### config.mk
export PLATFORM = sky130hd
export DESIGN_NAME = hazard_unit_flat
export DESIGN_NICKNAME = d
export VERILOG_FILES = /design/src/rtl/hazard_unit_pkg.sv /design/src/rtl/hazard_unit_if.sv /design/src/rtl/hazard_stage_reg.sv /design/src/rtl/hazard_unit.sv /design/src/flat_wrapper.sv
export SDC_FILE = /design/constraint.sdc
export NUM_CORES = 1
export LEC_CHECK = 0
export ABC_AREA = 1
export CAP_MARGIN = 0
export CORE_UTILIZATION = 51
export CTS_BUF_LIST = sky130_fd_sc_hd__clkbuf_16
export DETAILED_ROUTE_END_ITERATION = 6
export PLACE_DENSITY_LB_ADDON = 0.2
export SYNTH_ARGS = -nofsm -noshare
export SYNTH_HDL_FRONTEND = slang
export SYNTH_SLANG_ARGS = --single-unit
### constraint.sdc
create_clock -name clk -period 1.8 [get_ports clk]
set_input_delay 0.45 -clock clk [delete_from_list [all_inputs] [get_ports clk]]
set_output_delay 0.45 -clock clk [all_outputs]
set_load 0.02 [all_outputs]
### src/rtl/hazard_unit_pkg.sv
// hazard_unit_pkg: constants and helpers shared by the hazard unit files.
//   FWD_* : operand forward-select encodings for ForwardAE/ForwardBE.
//   fwd_sel(): priority encoder for the forward-select outputs.
package hazard_unit_pkg;

   localparam logic [1:0] FWD_RF  = 2'b00;
   localparam logic [1:0] FWD_WB  = 2'b01;
   localparam logic [1:0] FWD_MEM = 2'b10;

   // The M-stage result is newer than the W-stage result, so it wins.
   function automatic logic [1:0] fwd_sel(input logic hit_m, input logic hit_w);
      if (hit_m)      return FWD_MEM;
      else if (hit_w) return FWD_WB;
      else            return FWD_RF;
   endfunction

endpackage

### src/rtl/hazard_unit_if.sv
// hazard_unit_if: groups the D-stage/E-stage inputs and the hazard outputs.
//   master : the pipeline side, drives D-stage fields, CondExE, BranchTakenE.
//   slave  : the hazard unit, drives stall/flush/forward/StallCount.
interface hazard_unit_if #(
   parameter int REGW = 4,
   parameter int CNTW = 16
);
   logic [REGW-1:0] RA1D;
   logic [REGW-1:0] RA2D;
   logic [REGW-1:0] WA3D;
   logic            RegWriteD;
   logic            MemtoRegD;
   logic            PCSrcD;
   logic            CondExE;
   logic            BranchTakenE;
   logic            StallF;
   logic            StallD;
   logic            FlushD;
   logic            FlushE;
   logic [1:0]      ForwardAE;
   logic [1:0]      ForwardBE;
   logic [CNTW-1:0] StallCount;

   modport master (
      output RA1D, RA2D, WA3D, RegWriteD, MemtoRegD, PCSrcD, CondExE, BranchTakenE,
      input  StallF, StallD, FlushD, FlushE, ForwardAE, ForwardBE, StallCount
   );

   modport slave (
      input  RA1D, RA2D, WA3D, RegWriteD, MemtoRegD, PCSrcD, CondExE, BranchTakenE,
      output StallF, StallD, FlushD, FlushE, ForwardAE, ForwardBE, StallCount
   );
endinterface

### src/rtl/hazard_stage_reg.sv
// hazard_stage_reg: one pipeline-tracking register of the hazard unit.
//   clk, rst_n : clock, async active-low reset (clears to a bubble)
//   bubble_i   : synchronous bubble, clears the EN_MASK bits on load
//   d_i / q_o  : packed stage fields in / out
module hazard_stage_reg #(
   parameter int             W       = 8,
   parameter logic [W-1:0]   EN_MASK = '0
) (
   input  logic         clk,
   input  logic         rst_n,
   input  logic         bubble_i,
   input  logic [W-1:0] d_i,
   output logic [W-1:0] q_o
);
   logic [W-1:0] q_q;
   logic [W-1:0] q_d;

   // Register-number fields still load during a bubble; only the enables matter.
   always_comb begin
      q_d = d_i;
      if (bubble_i) q_d = d_i & ~EN_MASK;
   end

   always_ff @(posedge clk or negedge rst_n) begin
      if (!rst_n) q_q <= '0;
      else        q_q <= q_d;
   end

   assign q_o = q_q;
endmodule

### src/rtl/hazard_unit.sv
// hazard_unit: stall, flush and operand-forwarding control for a D/E/M/W pipeline.
//   clk   : system clock
//   reset : async active-low reset, pipeline tracking becomes all bubbles
//   hz    : slave side of hazard_unit_if (D-stage fields, CondExE,
//           BranchTakenE in; StallF/D, FlushD/E, ForwardAE/BE, StallCount out)
module hazard_unit
   import hazard_unit_pkg::*;
#(
   parameter int REGW = 4,
   parameter int CNTW = 16
) (
   input  logic          clk,
   input  logic          reset,
   hazard_unit_if.slave  hz
);
   localparam int EW = 3*REGW + 3;
   localparam int MW = REGW + 2;
   localparam logic [EW-1:0] E_EN_MASK = {{(3*REGW){1'b0}}, 3'b111};

   logic [EW-1:0]   e_d, e_q;
   logic [MW-1:0]   m_d, m_q;
   logic [MW-1:0]   w_q;
   logic [REGW-1:0] ra1_e, ra2_e, wa3_e, wa3_m, wa3_w;
   logic            regw_e, memtoreg_e, pcsrc_e;
   logic            regw_m, pcsrc_m, regw_w, pcsrc_w;
   logic            ldr_stall, pc_wr_pending, flush_e;
   logic [CNTW-1:0] cnt_q, cnt_d;

   assign e_d = {hz.RA1D, hz.RA2D, hz.WA3D, hz.RegWriteD, hz.MemtoRegD, hz.PCSrcD};

   hazard_stage_reg #(.W(EW), .EN_MASK(E_EN_MASK)) u_stage_e (
      .clk(clk), .rst_n(reset), .bubble_i(flush_e), .d_i(e_d), .q_o(e_q)
   );

   assign ra1_e      = e_q[EW-1 -: REGW];
   assign ra2_e      = e_q[EW-1-REGW -: REGW];
   assign wa3_e      = e_q[3 +: REGW];
   assign regw_e     = e_q[2];
   assign memtoreg_e = e_q[1];
   assign pcsrc_e    = e_q[0];

   // The load flag stops at E: no hazard decision past E looks at it.
   assign m_d = {wa3_e, regw_e & hz.CondExE, pcsrc_e & hz.CondExE};

   hazard_stage_reg #(.W(MW)) u_stage_m (
      .clk(clk), .rst_n(reset), .bubble_i(1'b0), .d_i(m_d), .q_o(m_q)
   );

   hazard_stage_reg #(.W(MW)) u_stage_w (
      .clk(clk), .rst_n(reset), .bubble_i(1'b0), .d_i(m_q), .q_o(w_q)
   );

   assign wa3_m   = m_q[2 +: REGW];
   assign regw_m  = m_q[1];
   assign pcsrc_m = m_q[0];
   assign wa3_w   = w_q[2 +: REGW];
   assign regw_w  = w_q[1];
   assign pcsrc_w = w_q[0];

   assign ldr_stall     = memtoreg_e & regw_e & ((hz.RA1D == wa3_e) | (hz.RA2D == wa3_e));
   assign pc_wr_pending = hz.PCSrcD | pcsrc_e | pcsrc_m;
   assign flush_e       = ldr_stall | hz.BranchTakenE;

   assign hz.StallF    = ldr_stall | pc_wr_pending;
   assign hz.StallD    = ldr_stall;
   assign hz.FlushD    = pc_wr_pending | pcsrc_w | hz.BranchTakenE;
   assign hz.FlushE    = flush_e;
   assign hz.ForwardAE = fwd_sel(regw_m & (ra1_e == wa3_m), regw_w & (ra1_e == wa3_w));
   assign hz.ForwardBE = fwd_sel(regw_m & (ra2_e == wa3_m), regw_w & (ra2_e == wa3_w));

   // Saturating stall-cycle counter; holds at all-ones.
   always_comb begin
      cnt_d = cnt_q;
      if (ldr_stall && (cnt_q != {CNTW{1'b1}}))
         cnt_d = cnt_q + {{(CNTW-1){1'b0}}, 1'b1};
   end

   always_ff @(posedge clk or negedge reset) begin
      if (!reset) cnt_q <= '0;
      else        cnt_q <= cnt_d;
   end

   assign hz.StallCount = cnt_q;
endmodule

### src/flat_wrapper.sv
// flat-port wrapper written by rule: the top's interface ports become plain ports
module hazard_unit_flat import hazard_unit_pkg::*;
#(
   parameter int REGW = 4,
   parameter int CNTW = 16
)
  (clk, reset, hz_RA1D, hz_RA2D, hz_WA3D, hz_RegWriteD, hz_MemtoRegD, hz_PCSrcD, hz_CondExE, hz_BranchTakenE, hz_StallF, hz_StallD, hz_FlushD, hz_FlushE, hz_ForwardAE, hz_ForwardBE, hz_StallCount);
  hazard_unit_if #(.REGW(REGW), .CNTW(CNTW)) hz_i ();
  input  logic clk;
  input  logic reset;
  input wire logic [$bits(hz_i.RA1D)-1:0] hz_RA1D;
  input wire logic [$bits(hz_i.RA2D)-1:0] hz_RA2D;
  input wire logic [$bits(hz_i.WA3D)-1:0] hz_WA3D;
  input wire logic [$bits(hz_i.RegWriteD)-1:0] hz_RegWriteD;
  input wire logic [$bits(hz_i.MemtoRegD)-1:0] hz_MemtoRegD;
  input wire logic [$bits(hz_i.PCSrcD)-1:0] hz_PCSrcD;
  input wire logic [$bits(hz_i.CondExE)-1:0] hz_CondExE;
  input wire logic [$bits(hz_i.BranchTakenE)-1:0] hz_BranchTakenE;
  output wire logic [$bits(hz_i.StallF)-1:0] hz_StallF;
  output wire logic [$bits(hz_i.StallD)-1:0] hz_StallD;
  output wire logic [$bits(hz_i.FlushD)-1:0] hz_FlushD;
  output wire logic [$bits(hz_i.FlushE)-1:0] hz_FlushE;
  output wire logic [$bits(hz_i.ForwardAE)-1:0] hz_ForwardAE;
  output wire logic [$bits(hz_i.ForwardBE)-1:0] hz_ForwardBE;
  output wire logic [$bits(hz_i.StallCount)-1:0] hz_StallCount;
  assign hz_i.RA1D = hz_RA1D;
  assign hz_i.RA2D = hz_RA2D;
  assign hz_i.WA3D = hz_WA3D;
  assign hz_i.RegWriteD = hz_RegWriteD;
  assign hz_i.MemtoRegD = hz_MemtoRegD;
  assign hz_i.PCSrcD = hz_PCSrcD;
  assign hz_i.CondExE = hz_CondExE;
  assign hz_i.BranchTakenE = hz_BranchTakenE;
  assign hz_StallF = hz_i.StallF;
  assign hz_StallD = hz_i.StallD;
  assign hz_FlushD = hz_i.FlushD;
  assign hz_FlushE = hz_i.FlushE;
  assign hz_ForwardAE = hz_i.ForwardAE;
  assign hz_ForwardBE = hz_i.ForwardBE;
  assign hz_StallCount = hz_i.StallCount;
  hazard_unit #(.REGW(REGW), .CNTW(CNTW)) u_core (.clk(clk), .reset(reset), .hz(hz_i));
endmodule
==> flow_metrics.py <==
metrics = {
    "timing": {
        "period_needed_ns": 1.86,
        "rsz0062_at_grt": "yes",
        "hold_viol": 0,
        "fin_worst_skew_ns": 0.00578,
        "worstMarginPinSlew_ns": 0.583,
        "fmax_ghz": 0.537,
        "finalSetupViolCount": 6,
        "drv_slew": 0,
        "hold_slack_ns": 0.167,
        "period_share": 1.03,
        "maxSlewHeadroom": 0.611,
        "setup_ws_ns": -0.0610,
    },
    "drt": {
        "first_pass_iters": 4,
        "post_drt_wl_per_cell_um": 12.1,
        "antenna_left": 0,
        "vias": 1888,
        "drc": 0,
        "drt_iter0_drc": 64,
        "wl_um": 4640,
        "avgViaCountPerCell": 4.93,
    },
    "clock_network": {
        "path_clk_slew_ns": 0.06,
        "cts-htree-levels": 2,
        "cts_made_buffers": 5,
        "clockBufferDepth": 2,
        "clock_latency_ns": 0.28,
        "cts_tree": "built",
        "cts_sinks": 43,
        "cts_hold_buf": 0,
        "cts-root-buf": "clkbuf_16",
    },
    "worst_setup_path": {
        "critical_path_class": "flop to output port",
        "cp-start-kind": "flop",
        "cp_max_fo": 4,
        "critPathCaptureType": "output port",
        "worst_ep_required_time_ns": 1.35,
        "cp.arrival_ns": 1.41,
    },
    "grt": {
        "antenna_found_initial": 0,
        "globalRouteTotalUtil": 0.235,
        "gr-total-overflow": 0,
        "grt_pass1_wl_um": 7560,
        "grt_pass1_vias": 1758,
        "grt_max_degree": 30,
    },
    "synthesis": {
        "syn-instance-count": 270,
        "avgSynthCellArea_sq_um": 7.85,
        "synth_top_flop_cell": "dfrtp_1",
        "synth_top_family_by_area": "simple AND/OR/NAND/NOR gates",
        "ys_types": 23,
        "synth-compound-area-share": 0.0596,
        "syn-cell-area_sq_um": 2120,
        "yosysTopAreaCellShare": 0.507,
        "synth.largest_area_cell": "dfrtp_1",
        "synth_warnings": 0,
        "synthTopCellsByArea": "dfrtp_1 51%, nand2_1 15%, inv_1 8.8%",
        "synth_seq_area_share": 0.507,
        "synth_edf_count": 0,
        "synthXorXnorAreaFrac": 0.0537,
        "async_flop_share": 1.00,
        "syn-num-nets": 290,
        "synth_fa_ha_area_frac": 0.00590,
        "synth_commonest_cells": "84 x nand2_1, 50 x inv_1, 43 x dfrtp_1, 25 x nor2_1",
        "yosysMostFrequentCell": "nand2_1",
        "synthSimpleGateAreaFrac": 0.270,
        "synth.area.mux_share": 0,
        "ys_seq_elements": 43,
    },
    "place": {
        "placed_cell_area_sq_um": 2650,
        "hpwl_um": 3200,
        "dp_slack_ns": -0.928,
        "io_buffer_count": 42,
        "routabilityCongestion": 0.768,
    },
    "floorplanning": {
        "initial_core_util": 0.530,
        "die_w_um": 66.5,
        "io_pins": 43,
        "fp-row-count": 23,
        "dieArea_sq_um": 4420,
        "coreArea_sq_um": 4000,
        "die_height_um": 66.5,
    },
    "layout": {
        "final_area_sq_um": 2930,
        "diodes": 0,
        "drive_gt1_frac": 0.159,
        "nets": 352,
        "nFillCells": 295,
        "syn_to_final_growth_pct": 38.1,
    },
    "run": {
        "drv_cap": 0,
    },
    "outcome": {
        "status": "finished, violations left",
        "violations": "negative setup slack",
    },
    "power": {
        "p_leak_nw": 1.56,
        "fin_total_pwr_mw": 2.45,
        "vdd_drop_max_v": 0.000597,
        "p_per_area_nw_per_um2": 838,
    },
    "worst_hold_path": {
        "hold_class": "primary input to async pin",
    },
}
## layout make-up
cell class	instances	area, sq um	area share
tap	50	62.6	0.0214
multi-input combinational	174	872	0.298
timing repair buffer	58	539	0.184
inverter	50	188	0.0641
clock buffer	5	125	0.0427
sequential	43	1080	0.368
clock inverter	3	63.8	0.0218
## flip-flops by register name, indices dropped and copies added (netlist names)
| register | count |
|---|---|
| u_core.hz.StallCount | 16 |
| u_core.u_stage_e.q_o | 15 |
| u_core.u_stage_m.q_o | 6 |
| u_core.u_stage_w.q_o | 6 |
## repair_timing
item / CTS / global route
pin swaps: 8 / 6
setup endpoints to repair: 16 / 15
resized for setup: 64 / 21
endpoints found under the hold margin: 0 / 0
buffers inserted: 3 / 5
## per-layer routing
layer	up-vias	track usage	routed length, um
li1	955	-	-
met1	881	0.260	1870
met2	42	0.435	2490
met3	10	0.0548	196
met4	0	0.0851	95
met5	-	0	0
## report_power, final
group	switching, mW	total, mW	internal, mW
Sequential	0.0395	1.05	1.01
Combinational	0.140	0.270	0.130
Clock	0.343	1.13	0.789
Total	0.523	2.45	1.93
## kinds of logic after synthesis
kind of cell | count (synthesis)
compound gates | 23
xor+xnor | 13
fa+ha+maj | 1
buf+inv | 53
flops | 43
simple gates | 137
## layout by cell type (no fill, tap or decap)
cell type and n:
dlygate4sd2_1 13, nand2_2 5, nand2_4 2, clkdlybuf4s15_1 3, o21ai_1 6, dfrtp_2 1, o21ai_0 11, inv_2 3
nand3_1 12, xor2_1 2, nor2_2 5, nand3_2 1, clkbuf_16 5, dlymetal6s2s_1 7, nor2_4 1, o211ai_1 1
dfrtp_1 42, nor4_2 1, nand2_1 79, clkdlybuf4s50_1 10, o22ai_1 4, nor2_1 22, inv_1 48, buf_4 17
buf_6 4, nand4_1 5, ha_1 1, xnor2_1 11, buf_2 3, nor3_1 2, bufinv_16 2, o2111ai_1 1
buf_12 1, nor3_2 2
## per-stage QoR
| stage | utilization | cells | TNS [ns] |
|---|---|---|---|
| after floorplan | - | 270 | 0 |
| after global placement | 0.663 | 367 | -6.41 |
| after detailed placement | 0.663 | 367 | -7.37 |
| after CTS | 0.710 | 378 | -0.538 |
| after global routing | 0.732 | 383 | -0.823 |
| final | 0.732 | 383 | -0.237 |
## critical path, cell delays in order, from the launching register on
cell,delay [ns]
dfrtp_1,0.40
inv_2,0.05
nand2_1,0.06
nand2_1,0.07
nor2_2,0.12
nand2_1,0.08
nand2_2,0.10
nand2_4,0.08
nand2_4,0.07
buf_6,0.11
## path summary, 6_finish.rpt
path | start | endpoint | slack, ns | depth (start not counted)
worst max-delay path | u_core.u_stage_e.q_o[3] | hz_FlushE | -0.06 | 9
worst min-delay path | reset | u_core.hz.StallCount[11] | 0.17 | 1
worst max register to register | u_core.u_stage_e.q_o[3] | u_core.hz.StallCount[10] | 0.18 | 12
worst min register to register | u_core.u_stage_m.q_o[0] | u_core.u_stage_w.q_o[0] | 0.40 | 0
max in group asynchronous | reset | u_core.u_stage_w.q_o[2] | 1.06 | 2
min in group clk | u_core.u_stage_m.q_o[0] | u_core.u_stage_w.q_o[0] | 0.40 | 0
(Power assumes the default switching activity.)
